[src/rtl/branch_repair_scheduler.sv]
// branch_repair_scheduler
//   Arbitrates branch-repair requests from the EXE amend unit (FBA, younger)
//   and the PREMEM amend unit (SBA, older) against CP0 exception flushes.
//   Priority is exc > sba > fba. An accepted repair drives a one-cycle
//   frontend redirect followed by a RESTORE_CYCLES-long checkpoint restore.
//   An exception redirect skips the restore.
//
// Ports
//   clk, rst                   clock, asynchronous active-low reset
//   fba_req_i/target/ckpt      EXE repair request (level, held until acked)
//   fba_ack_o                  EXE request accepted (IDLE only)
//   sba_req_i/target/ckpt      PREMEM repair request (level, held until acked)
//   sba_ack_o                  PREMEM request accepted (any state)
//   exc_req_i, exc_target_i    CP0 flush pulse and exception vector
//   redirect_valid_o/pc/src    frontend redirect strobe, address, source
//   ckpt_restore_o, ckpt_id_o  checkpoint restore strobe and id
//   frontend_stall_o, busy_o   high whenever a repair sequence is active
module branch_repair_scheduler #(
  parameter int unsigned ADDR_W         = 32,
  parameter int unsigned CKPT_W         = 8,
  parameter int unsigned RESTORE_CYCLES = 2
) (
  input  logic              clk,
  input  logic              rst,
  input  logic              fba_req_i,
  input  logic [ADDR_W-1:0] fba_target_i,
  input  logic [CKPT_W-1:0] fba_ckpt_i,
  output logic              fba_ack_o,
  input  logic              sba_req_i,
  input  logic [ADDR_W-1:0] sba_target_i,
  input  logic [CKPT_W-1:0] sba_ckpt_i,
  output logic              sba_ack_o,
  input  logic              exc_req_i,
  input  logic [ADDR_W-1:0] exc_target_i,
  output logic              redirect_valid_o,
  output logic [ADDR_W-1:0] redirect_pc_o,
  output logic [1:0]        redirect_src_o,
  output logic              ckpt_restore_o,
  output logic [CKPT_W-1:0] ckpt_id_o,
  output logic              frontend_stall_o,
  output logic              busy_o
);

  typedef enum logic [1:0] {
    IDLE    = 2'd0,
    REDIR   = 2'd1,
    RESTORE = 2'd2
  } state_t;

  localparam logic [1:0] SRC_FBA = 2'd1;
  localparam logic [1:0] SRC_SBA = 2'd2;
  localparam logic [1:0] SRC_EXC = 2'd3;

  localparam logic [3:0] RESTORE_LOAD = 4'(RESTORE_CYCLES);

  state_t              state, state_next;
  logic [3:0]          cnt, cnt_next;
  logic [ADDR_W-1:0]   target, target_next;
  logic [CKPT_W-1:0]   ckpt, ckpt_next;
  logic [1:0]          src, src_next;
  logic                fba_ack, sba_ack;

  // Acks are combinational so the requester sees acceptance in the same cycle.
  assign sba_ack = sba_req_i & ~exc_req_i;
  assign fba_ack = fba_req_i & ~sba_req_i & ~exc_req_i & (state == IDLE);

  always_ff @(posedge clk or negedge rst) begin
    if (!rst) begin
      state  <= IDLE;
      cnt    <= '0;
      target <= '0;
      ckpt   <= '0;
      src    <= '0;
    end else begin
      state  <= state_next;
      cnt    <= cnt_next;
      target <= target_next;
      ckpt   <= ckpt_next;
      src    <= src_next;
    end
  end

  // A new accepted event always restarts the sequence at REDIR, aborting
  // whatever was in flight; otherwise the current sequence advances.
  always_comb begin
    state_next  = state;
    cnt_next    = cnt;
    target_next = target;
    ckpt_next   = ckpt;
    src_next    = src;
    if (exc_req_i) begin
      state_next  = REDIR;
      cnt_next    = '0;
      target_next = exc_target_i;
      ckpt_next   = '0;
      src_next    = SRC_EXC;
    end else if (sba_ack) begin
      state_next  = REDIR;
      cnt_next    = '0;
      target_next = sba_target_i;
      ckpt_next   = sba_ckpt_i;
      src_next    = SRC_SBA;
    end else if (fba_ack) begin
      state_next  = REDIR;
      cnt_next    = '0;
      target_next = fba_target_i;
      ckpt_next   = fba_ckpt_i;
      src_next    = SRC_FBA;
    end else begin
      unique case (state)
        IDLE: begin
          state_next = IDLE;
        end
        REDIR: begin
          if (src == SRC_EXC) begin
            state_next = IDLE;
          end else begin
            state_next = RESTORE;
            cnt_next   = RESTORE_LOAD;
          end
        end
        RESTORE: begin
          if (cnt <= 4'd1) begin
            state_next = IDLE;
            cnt_next   = '0;
          end else begin
            cnt_next = cnt - 4'd1;
          end
        end
        default: begin
          state_next = IDLE;
          cnt_next   = '0;
        end
      endcase
    end
  end

  always_comb begin
    fba_ack_o        = fba_ack;
    sba_ack_o        = sba_ack;
    redirect_valid_o = 1'b0;
    redirect_pc_o    = '0;
    redirect_src_o   = '0;
    ckpt_restore_o   = 1'b0;
    ckpt_id_o        = '0;
    busy_o           = (state != IDLE);
    frontend_stall_o = (state != IDLE);
    unique case (state)
      REDIR: begin
        redirect_valid_o = 1'b1;
        redirect_pc_o    = target;
        redirect_src_o   = src;
      end
      RESTORE: begin
        ckpt_restore_o = 1'b1;
        ckpt_id_o      = ckpt;
      end
      default: begin
      end
    endcase
  end

endmodule

[config.mk]
export PLATFORM = sky130hd
export DESIGN_NAME = branch_repair_scheduler
export DESIGN_NICKNAME = d
export VERILOG_FILES = /design/src/rtl/branch_repair_scheduler.sv
export SDC_FILE = /design/constraint.sdc
export NUM_CORES = 1
export LEC_CHECK = 0
export ABC_AREA = 0
export BUFFER_PORTS_ARGS = -buffer_cell sky130_fd_sc_hd__buf_2
export CAP_MARGIN = 20
export CORE_MARGIN = 2
export CORE_UTILIZATION = 30
export CTS_CLUSTER_SIZE = 20
export DETAILED_ROUTE_END_ITERATION = 10
export RECOVER_POWER = 25
export SLEW_MARGIN = 25
export SYNTH_ARGS = -nofsm -noshare
export SYNTH_HDL_FRONTEND = slang
export SYNTH_SLANG_ARGS = --single-unit
[constraint.sdc]
create_clock -name clk -period 3 [get_ports clk]
set_input_delay 0.6 -clock clk [delete_from_list [all_inputs] [get_ports clk]]
set_output_delay 0.6 -clock clk [all_outputs]
set_load 0.02 [all_outputs]
# Word-level counts from Yosys, hierarchy flattened
# Index checks and enable logic that the tools add are counted.
[word_totals]
reg_bits = 48
inputBits = 117
output_inout_bits = 48
wordCells = 49
[op_classes]
addsub = 1
magnitude_cmp = 1
n_eq_ne = 6
n_mux = 26
bitwise = 6
n_reduce_logical = 4
[op_table]
columns = ["cell", "n"]
rows = [
  ["$mux 32", 4],
  ["$mux 8", 4],
  ["$mux 4", 5],
  ["$mux 2", 9],
  ["$pmux 4 s3", 1],
  ["$ne 5x5->1 const B", 2],
  ["$and 1x1->1", 4],
  ["$eq 2x2->1 const B", 2],
  ["$le 4x1->1 const B", 1],
  ["$ne 4x4->1 const B", 1],
  ["$pmux 2 s2", 1],
  ["$sub 4x1->4 const B", 1],
  ["$reduce_bool 3->1", 1],
  ["$eq 2x1->1 const B", 1],
  ["$logic_not 2->1", 1],
  ["$mux 1", 2],
  ["$not 1->1", 2],
  ["$reduce_and 2->1", 1],
  ["$reduce_bool 2->1", 1],
]

# Logic depth before layout (Yosys ltp)
[logic_depth]
word_depth = 7
ltp_mapped = 8
mapped_depth_nobuf = 6

# Worst setup path after synthesis
# Ideal clock, no wire load.
[synth_timing]
path_kind = "in2out"
from = "in sba_req_i"
to = "out fba_ack_o"
t_arrival_ns = 1.434
required_time_ns = 2.400
slack_ns = 0.966
cell_stages = 3
n_path_buf = 2
path_cell_list = "buf_6 buf_2 nor3_1"
[synth_via]
elab_chain_len = 4
[synth_rtl]
columns = ["item", "line_no", "text"]
rows = [
  ["start, declared", "29", "input logic sba_req_i,"],
  ["$not 1->1", "65", "assign fba_ack = fba_req_i & ~sba_req_i & ~exc_req_i & (state == IDLE);"],
  ["$and 1x1->1 (3 in series)", "65", ""],
  ["end, declared", "28", "output logic fba_ack_o,"],
]
# Every way passes these cells.

# Worst setup path in the final report
[layout_timing]
from = "reg state[0]"
to = "out ckpt_id_o[5]"
[layout_via]
elab_chain_len = 2
[layout_rtl]
columns = ["item", "line_no", "text"]
rows = [
  ["start, declared", "56", "state_t state, state_next;"],
  ["start signal, assigned", "75", "state <= state_next;"],
  ["$eq 2x2->1", "148", "unique case (state)"],
  ["$mux 8", "148", ""],
  ["end, declared", "39", "output logic [CKPT_W-1:0] ckpt_id_o,"],
]
# Every way passes these cells.

==> flow_metrics.tcl <==
set metrics [dict create \
    critical_path_class "register to output port" \
    multi_input_area_um2 1614 \
    fin_nets 624 \
    drv_slew 0 \
    via_per_inst 4.513 \
    wl_per_cell_um 12.03 \
    syn_nets 473 \
    hpwlAfterDp_um 5873 \
    clockRootBuffer "clkbuf_8" \
    hp-start "target[4]" \
    worstReg2RegStart "state[0]" \
    ctsResizeCount 0 \
    combPwrFrac_pct 28.7 \
    cts.path.max_buffers 2 \
    worst_ep_arrival_time_ps 1520 \
    grt_antenna_before_repair 0 \
    period_share_pct 70.78 \
    fmax_mhz 470.9 \
    seqCellArea_um2 1201 \
    tightest_slew_ps 1339 \
    antenna_left 0 \
    synth_seq_cells 48 \
    crit_path_max_fanout 11 \
    tns_ps 0 \
    pin_count 165 \
    drt-total-wl_um 7650 \
    postCtsSetupBuffers 0 \
    clock_latency_ps 300 \
    die-area_um2 10860 \
    seq_power_share_pct 46.3 \
    cts_buffers 5 \
    clk_pin_slew_ps 80 \
    synth_warnings 0 \
    hold_ws_ps 474.0 \
    port_buffers 164 \
    htree_levels 2 \
    synth.avg_cell_area_um2 8.580 \
    cts_tree "done" \
    core_area_um2 9774 \
    core.rowCount 36 \
    skew_ps 3.248 \
    end_kind "output port" \
    n_fill_cell 1044 \
    power.switching_uw 498.3 \
    globalRouteTotalUtil_pct 14.27 \
    maxCapViolCount 0 \
    cts_sinks 48 \
    syn_to_final_growth_pct 32.45 \
    overflow 0 \
    p_leak_uw 0.002058 \
    grt_pass1_wl_um 12840 \
    die_h_um 104.2 \
    start_util_pct 30.81 \
    fin_crit_ps 2124 \
    vdd_drop_max_uv 157.2 \
    p_sw_share_pct 31.29 \
    seq_area_frac_synth_pct 39.88 \
    grt_pass1_vias 2815 \
    num_antenna_cells 0 \
    power_density_nw_per_um2 399.2 \
    drt_iter0_markers 45 \
    clock_power_share_pct 25.0 \
    power.internal_uw 1094 \
    die_w_um 104.2 \
    synth_cell_types 27 \
    startpoint "state[0]" \
    drc 0 \
    rsz0062_at_grt "no" \
    grt_max_degree 68 \
    reg2reg_slack_ps 1270 \
    slew-limit-headroom_pct 10.76 \
    gp_congestion 0.6953 \
    route.vias.total 2870 \
    syn_inst 351 \
    cts_hold_buf 0 \
    worstPathRequired_ps 2400 \
    setup_viol 0 \
    startpoint_type "register" \
    first_pass_iters 4 \
    hold_class "register to register" \
    hold_viol_final 0 \
    status "finished clean" \
    drive_gt1_share_pct 36.78 \
    syn_area_um2 3012 \
]
==> power by group through the flow <==
stage	Clock, µW	Combinational [µW]	Sequential (µW)
after floorplan	0	291	741
final	399	456	737
after global placement	0	457	748
after detailed placement	0	466	751
after CTS	414	466	738
after global routing	438	508	747
==> layer usage <==
| metal | vias to the layer above | part of all wire, % | routed length (µm) | GRT usage [%] |
|---|---|---|---|---|
| li1 | 1482 | - | - | - |
| met1 | 1282 | 43 | 3315 | 17.07 |
| met5 | - | 0 | 0 | 0 |
| met3 | 8 | 6.5 | 499 | 2.945 |
| met2 | 98 | 49 | 3731 | 25.28 |
| met4 | 0 | 1.4 | 104 | 5.116 |
==> cell usage in the layout (no fill, tap or decap), drive strengths merged <==
cell type,Yosys,final
nand3b,1,1
a31o,1,1
o31a,1,1
nor3,2,2
o31ai,9,9
nand3,1,1
or3,1,1
nor2,35,35
o21ai,34,34
mux2i,40,40
nor2b,2,2
buf,17,169
clkbuf,10,10
inv,6,6
a21oi,38,38
dfrtp,48,48
ha,5,5
and2,44,44
o21bai,1,1
o311a,1,1
nor3b,1,1
nand2,53,53
==> cells in the mapped netlist <==
master | number | share of area (%)
a21oi_1 | 38 | 6.3
a31o_2 | 1 | 0.29
and2_1 | 44 | 9.1
buf_2 | 4 | 0.66
buf_4 | 8 | 2.0
buf_6 | 5 | 1.9
clkbuf_1 | 9 | 1.1
clkbuf_2 | 1 | 0.17
dfrtp_1 | 48 | 40
ha_1 | 5 | 2.1
inv_1 | 6 | 0.75
mux2i_1 | 40 | 13
nand2_1 | 53 | 6.6
nand3_1 | 1 | 0.17
nand3b_1 | 1 | 0.25
nor2_1 | 34 | 4.2
nor2_2 | 1 | 0.21
nor2b_1 | 2 | 0.42
nor3_1 | 2 | 0.33
nor3b_1 | 1 | 0.25
o21ai_0 | 34 | 5.7
o21bai_1 | 1 | 0.25
o311a_1 | 1 | 0.33
o31a_1 | 1 | 0.29
o31ai_1 | 3 | 0.75
o31ai_2 | 6 | 2.5
or3_1 | 1 | 0.21
==> cell type report <==
cell class | instances | area share, %
repair buffers | 171 | 22.43
flip-flops and latches | 48 | 30.11
well taps | 133 | 4.172
multi-input cells | 270 | 40.46
inverters | 6 | 0.5646
clock buffers | 8 | 2.258
==> state kept, by name (all words and copies together) (netlist names) <==
signal,count
ckpt,8
cnt,4
target,32
src,2
state,2
==> critical path: stages, from the launching register on <==
cell	delay (ps)
dfrtp_1	400
inv_1	90
ha_1	390
and2_1	190
buf_2	160
==> through the flow <==
stage          std cells  cell area [µm²]  setup slack (ps)  util [%]  power [µW]
2_1_floorplan        351             3012             965.7         -        1032
3_3_place_gp         628             3902              1012     39.93        1204
3_5_place_dp         628             3902             949.6     39.93        1217
4_1_cts              636             3993             838.4     40.85        1618
5_1_grt              636             3989             724.6     40.81        1693
6_report             636             3989             876.5     40.81        1592
==> kinds of logic after synthesis <==
group                    share of synthesized area [%]
multiplexers                                     13.29
flip-flops                                       39.88
adder cells (fa/ha/maj)                          2.077
AND/OR/NAND/NOR                                  21.81
buffers and inverters                            6.564
AO/OA/AOI/OAI                                    16.37
==> final timing paths <==
| check | depth (start not counted) | end |
|---|---|---|
| setup reg to reg | 7 | cnt[1] |
| max in group asynchronous | 2 | target[25] |
| hold reg to reg | 2 | target[4] |
| setup / recovery | 4 | ckpt_id_o[5] |
| min in group asynchronous | 1 | ckpt[6] |
| hold / removal | 2 | target[4] |
Note: power is estimated with default switching activity, not from simulation.
